===== src/rtl/hazard_pkg.sv =====
// Shared definitions for the IF/ID/EX hazard controller: opcodes, scoreboard slot, forward selects.
// Forwarding is enabled by defining PIPELINE_HAZARD_FORWARD_EN.
package hazard_pkg;

    localparam logic [3:0] OP_ADD  = 4'b0000;
    localparam logic [3:0] OP_SUB  = 4'b0001;
    localparam logic [3:0] OP_AND  = 4'b0010;
    localparam logic [3:0] OP_OR   = 4'b0011;
    localparam logic [3:0] OP_ADDI = 4'b0100;
    localparam logic [3:0] OP_LW   = 4'b0101;
    localparam logic [3:0] OP_SW   = 4'b0110;
    localparam logic [3:0] OP_SLT  = 4'b0111;
    localparam logic [3:0] OP_BEQ  = 4'b1000;
    localparam logic [3:0] OP_BNE  = 4'b1001;

    typedef struct packed {
        logic       valid;
        logic [1:0] reg_id;
        logic       is_load;
    } sb_slot_t;

    typedef enum logic [1:0] {
        FWD_RF  = 2'd0,
        FWD_EX  = 2'd1,
        FWD_EX2 = 2'd2
    } fwd_sel_t;

endpackage


===== src/rtl/instr_class_decode.sv =====
// Classifies the ID-stage opcode into register reads, register write and load-ness.
module instr_class_decode
    import hazard_pkg::*;
(
    input  logic [3:0] id_op,
    output logic       uses_rs,
    output logic       uses_rt,
    output logic       writes,
    output logic       dst_is_rd,
    output logic       is_load
);

    always_comb begin
        uses_rs   = 1'b0;
        uses_rt   = 1'b0;
        writes    = 1'b0;
        dst_is_rd = 1'b0;
        is_load   = 1'b0;
        case (id_op)
            OP_ADD, OP_SUB, OP_AND, OP_OR, OP_SLT: begin
                uses_rs   = 1'b1;
                uses_rt   = 1'b1;
                writes    = 1'b1;
                dst_is_rd = 1'b1;
            end
            OP_ADDI: begin
                uses_rs = 1'b1;
                writes  = 1'b1;
            end
            OP_LW: begin
                uses_rs = 1'b1;
                writes  = 1'b1;
                is_load = 1'b1;
            end
            OP_SW, OP_BEQ, OP_BNE: begin
                uses_rs = 1'b1;
                uses_rt = 1'b1;
            end
            default: ;
        endcase
    end

endmodule


===== src/rtl/pipeline_hazard_ctrl.sv =====
// RAW interlock, branch flush and stall counter for the 3-stage MIPS pipeline.
// Define PIPELINE_HAZARD_FORWARD_EN to resolve young hazards by forwarding instead of stalling.
module pipeline_hazard_ctrl
    import hazard_pkg::*;
#(
    parameter int WB_DEPTH = 2,
    parameter int CNT_W    = 16
) (
    input  logic             clk,
    input  logic             rst_n,
    input  logic             id_valid,
    input  logic [3:0]       id_op,
    input  logic [1:0]       id_rs,
    input  logic [1:0]       id_rt,
    input  logic [1:0]       id_rd,
    input  logic             ex_branch_taken,
    output logic             pc_hold,
    output logic             ifid_hold,
    output logic             ifid_flush,
    output logic             idex_bubble,
    output logic [1:0]       fwd_a,
    output logic [1:0]       fwd_b,
    output logic [CNT_W-1:0] stall_cnt
);

`ifdef PIPELINE_HAZARD_FORWARD_EN
    localparam bit FWD_EN = 1'b1;
`else
    localparam bit FWD_EN = 1'b0;
`endif

    sb_slot_t [WB_DEPTH-1:0] sb;
    sb_slot_t                new_slot;

    logic       uses_rs, uses_rt, writes, dst_is_rd, is_load;
    logic [1:0] dst;
    logic [2:0] res_a, res_b;
    logic       hazard, stall;

    instr_class_decode u_decode (
        .id_op     (id_op),
        .uses_rs   (uses_rs),
        .uses_rt   (uses_rt),
        .writes    (writes),
        .dst_is_rd (dst_is_rd),
        .is_load   (is_load)
    );

    // Returns {stall, fwd_sel}; scanning oldest to youngest lets the youngest match win.
    function automatic logic [2:0] resolve(input logic need, input logic [1:0] src,
                                           input sb_slot_t [WB_DEPTH-1:0] slots);
        logic     stl;
        fwd_sel_t sel;
        stl = 1'b0;
        sel = FWD_RF;
        if (need) begin
            for (int i = WB_DEPTH - 1; i >= 0; i--) begin
                if (slots[i].valid && slots[i].reg_id == src) begin
                    if (FWD_EN && i == 0 && !slots[i].is_load) begin
                        stl = 1'b0;
                        sel = FWD_EX;
                    end else if (FWD_EN && i == 1) begin
                        stl = 1'b0;
                        sel = FWD_EX2;
                    end else begin
                        stl = 1'b1;
                        sel = FWD_RF;
                    end
                end
            end
        end
        return {stl, sel};
    endfunction

    always_comb begin
        res_a  = resolve(id_valid && uses_rs && (id_rs != 2'd0), id_rs, sb);
        res_b  = resolve(id_valid && uses_rt && (id_rt != 2'd0), id_rt, sb);
        hazard = res_a[2] | res_b[2];
        stall  = hazard & ~ex_branch_taken;
    end

    always_comb begin
        pc_hold     = 1'b0;
        ifid_hold   = 1'b0;
        ifid_flush  = 1'b0;
        idex_bubble = 1'b0;
        fwd_a       = FWD_RF;
        fwd_b       = FWD_RF;
        if (ex_branch_taken) begin
            ifid_flush  = 1'b1;
            idex_bubble = 1'b1;
        end else if (hazard) begin
            pc_hold     = 1'b1;
            ifid_hold   = 1'b1;
            idex_bubble = 1'b1;
        end else begin
            fwd_a = res_a[1:0];
            fwd_b = res_b[1:0];
        end
    end

    // Only an instruction that actually leaves ID with a non-zero destination is tracked.
    always_comb begin
        dst      = dst_is_rd ? id_rd : id_rt;
        new_slot = '0;
        if (id_valid && writes && !hazard && !ex_branch_taken && dst != 2'd0) begin
            new_slot.valid   = 1'b1;
            new_slot.reg_id  = dst;
            new_slot.is_load = is_load;
        end
    end

    always_ff @(negedge clk or negedge rst_n) begin
        if (!rst_n) begin
            sb        <= '0;
            stall_cnt <= '0;
        end else begin
            sb[0] <= new_slot;
            for (int i = 1; i < WB_DEPTH; i++) begin
                sb[i] <= sb[i-1];
            end
            if (stall && stall_cnt != {CNT_W{1'b1}}) begin
                stall_cnt <= stall_cnt + 1'b1;
            end
        end
    end

endmodule


===== config.mk =====
export PLATFORM = sky130hd
export DESIGN_NAME = pipeline_hazard_ctrl
export DESIGN_NICKNAME = d
export VERILOG_FILES = /design/src/rtl/hazard_pkg.sv /design/src/rtl/instr_class_decode.sv /design/src/rtl/pipeline_hazard_ctrl.sv
export SDC_FILE = /design/constraint.sdc
export NUM_CORES = 1
export LEC_CHECK = 0
export BUFFER_PORTS_ARGS = -buffer_cell sky130_fd_sc_hd__buf_2
export CORE_UTILIZATION = 45
export DETAILED_ROUTE_END_ITERATION = 12
export PLACE_DENSITY = 0.81
export SYNTH_ARGS = -nofsm -noshare
export SYNTH_HDL_FRONTEND = slang
export SYNTH_SLANG_ARGS = --single-unit

===== constraint.sdc =====
create_clock -name clk -period 1.8 [get_ports clk]
set_clock_uncertainty 0.1 [all_clocks]
set_input_delay 0.18 -clock clk [delete_from_list [all_inputs] [get_ports clk]]
set_output_delay 0.18 -clock clk [all_outputs]
set_load 0.01 [all_outputs]

==> summary.md <==
| Metric | Value |
|---|---|
| Cells after Synth | `115` |
| Fin util | `0.744` |
| Crit path DAT | `2.59 ns` |
| PwrDens | `594 mW/mm²` |
| Number of enable flip-flop cells after synthesis | `0` |
| Mapped cell area | `0.00119 mm²` |
| CTS clk-pin slew, worst paths | `0.08 ns` |
| Clock sinks | `22` |
| Fraction of layout cells with a size suffix above 1 | `0.546` |
| Worst Hold Class | `flop to flop` |
| Final worst slack | `-1.07 ns` |
| FILL cells | `171` |
| Max Used Layer | `met4` |
| M1 wire length | `1280 µm` |
| Worst Hold Path EP | `sb[7]` |
| Routed vias/inst | `5.17` |
| Max H-tree Level | `1` |
| Initial antenna violation count | `0` |
| I/O Pins | `38` |
| Async SR Flop Fraction | `1.00` |
| Top post-synthesis cells by count | `22 x dfrtn_1, 18 x xnor2_1, 9 x nand2_1, 9 x nand3_1, 8 x nor2_1` |
| Layout area overhead | `55.0%` |
| RSZ-0062 raised after global routing | `true` |
| Reg2reg end | `stall_cnt[6]` |
| Clk Latency, worst-skew pair | `0.31 ns` |
| Synth warn | `0` |
| Fin nets | `210` |
| CTS max path bufs | `2` |
| Die Ht | `53.4 µm` |
| Most frequent cell after synthesis | `dfrtn_1` |
| CTS tree | `yes` |
| Register area share after synthesis | `0.463` |
| Wire length on met3 | `107 µm` |
| Run status | `finished with violations` |
| Worst Setup End Kind | `output port` |
| Setup TNS | `-15.46 ns` |
| Final HPWL DP | `2200 µm` |
| Unique cell type count in the Yosys netlist | `31` |
| Final slew viol count | `0` |
| Maximum VDD drop | `0.000573 V` |
| TritonCTS Buffers | `3` |
| Worst-path fanout max | `3` |
| Post-Route WL | `3170 µm` |
| Final Setup Violations | `38` |
| Largest net degree at the start of global routing | `23` |
| Per-cell routed wire length | `14.1 µm` |
| Worst Hold Launch | `sb[3]` |
| WP data required | `1.52 ns` |
| FP Rows | `18` |
| Port buffer count | `33` |
| Leakage | `0.951 nW` |
| Initial Utilization | `0.480` |
| Detail Route met2 WL | `1750 µm` |
| GPL Wtd Cong | `0.859` |
| Post-route ant nets | `0` |
| Worst-case reg-to-reg path depth | `9` |
| Failing checks | `negative setup slack` |
| Drt first pass iters | `4` |
| First-pass GRT wire length | `4700 µm` |
| R2R Path Start | `stall_cnt[1]` |
| Final hold slack | `0.265 ns` |
| Worst Hold Depth | `0` |
| # DRC | `0` |
| # diodes | `0` |
| Drt first-iter violations | `13` |
| CTS root buf | `clkbuf_4` |
| Startpoint class of the critical path | `flop` |
| Mean Syn Cell Area | `10.3 µm²` |
| DIE AREA | `0.00285 mm²` |
| Core area | `between 0.002 and 0.0025 mm²` |
| Post-synth top area share | `0.463` |
| Reg2Reg Setup Slack | `-0.15 ns` |
| Gr ovfl total | `0` |
| GRT Total Usage | `0.235` |
| Area leader, netlist | `dfrtn_1` |
| Area contributors post-synth | `dfrtn_1 46%, xnor2_1 13%, nand3_1 3.8%, buf_4 3.8%, xor2_1 3.7%` |
| Synth Register Bits | `22` |
| DR vias | `1159` |
| Max-cap violation count | `0` |
| Critical path class | `flop to output port` |
| Final hold violations | `0` |
| Chip width | `about 53 µm` |
| Vias in the first global route | `1127` |
| Post-synth top flop | `dfrtn_1` |
-- registers in the layout, summed over array words and instances, names as in the netlist --
name       cells
stall_cnt     16
sb             6
-- per-stage QoR --
stage	area, µm²	instances	worst slack, ns	power [mW]
floorplan	1230	118	-0.575	0.607
CTS	1770	217	-1.08	1.09
detailed placement	1570	200	-0.849	0.687
global placement	1570	200	-0.727	0.677
global route	1840	224	-1.17	1.14
finish	1840	224	-1.07	1.10
-- critical path: stages (launching register included) --
cell     delay, ns
dfrtn_1       0.49
xnor2_1       0.08
nand3_1       0.09
a21oi_2       0.09
buf_4         0.14
or3_4         0.37
buf_6         0.13
-- area by class of cell --
class                      instances  area [µm²]  area share
clock inverter                     1        30.0      0.0163
sequential                        22         551       0.299
clock buffer                       3        22.5      0.0122
multi-input combinational         88         673       0.365
tap                               30        37.5      0.0204
timing repair buffer              78         523       0.284
inverter                           2        7.51     0.00407
-- report_power, final --
part | switching (mW) | total, mW | internal (mW) | leakage, nW
clock | 0.159 | 0.385 | 0.225 | 0.0279
combinational | 0.0881 | 0.186 | 0.0979 | 0.618
sequential | 0.0113 | 0.525 | 0.514 | 0.305
total | 0.259 | 1.10 | 0.837 | 0.951
-- cells by family (layout without fill, tap and decap cells) --
family / Yosys count / after routing / synth area share
buffers and inverters: 9 / 84 / 0.0536
flip-flops: 22 / 22 / 0.463
adder cells (fa/ha/maj): 1 / 1 / 0.0105
AO/OA/AOI/OAI: 12 / 13 / 0.0778
AND/OR/NAND/NOR: 43 / 43 / 0.188
XOR/XNOR: 23 / 23 / 0.169
multiplexers: 4 / 4 / 0.0347
other: 1 / 4 / 0.00315
-- layer usage --
metal	track usage	vias up
met5	0	-
met4	0.0746	0
met3	0.0259	2
met2	0.463	29
met1	0.252	576
li1	-	552
-- worst max-delay path by stage --
stage | startpoint | endpoint | slack (ns)
finish | sb[5] | idex_bubble | -1.07
global route | sb[5] | ifid_hold | -1.17
CTS | sb[2] | idex_bubble | -1.08
detailed placement | id_rs[0] | stall_cnt[15] | -0.85
global placement | sb[2] | idex_bubble | -0.73
floorplan | sb[2] | pc_hold | -0.58
-- placed cells by master, fill, tap and decap left out, types with 2 or more instances in the layout --
| cell type | instances |
|---|---|
| a21oi_2 | 2 |
| buf_2 | 28 |
| buf_4 | 48 |
| buf_6 | 2 |
| clkbuf_4 | 3 |
| conb_1 | 4 |
| dfrtn_1 | 22 |
| inv_1 | 2 |
| mux2i_1 | 3 |
| nand2_1 | 5 |
| nand2_2 | 4 |
| nand3_1 | 6 |
| nand3_2 | 3 |
| nand4_1 | 6 |
| nor2_1 | 5 |
| nor2_2 | 4 |
| nor3_2 | 3 |
| o211ai_1 | 2 |
| o21ai_0 | 2 |
| o21ai_1 | 2 |
| o21ba_4 | 2 |
| xnor2_1 | 17 |
| xor2_1 | 5 |
-- repair_timing --
action                     CTS  global route
setup endpoints to repair   38            38
cloned                       0             1
pin swaps                    4             8
resized for setup           10             4
hold buffers                 0             0
setup buffers               13             6
Note: power is estimated with default switching activity, not from simulation.
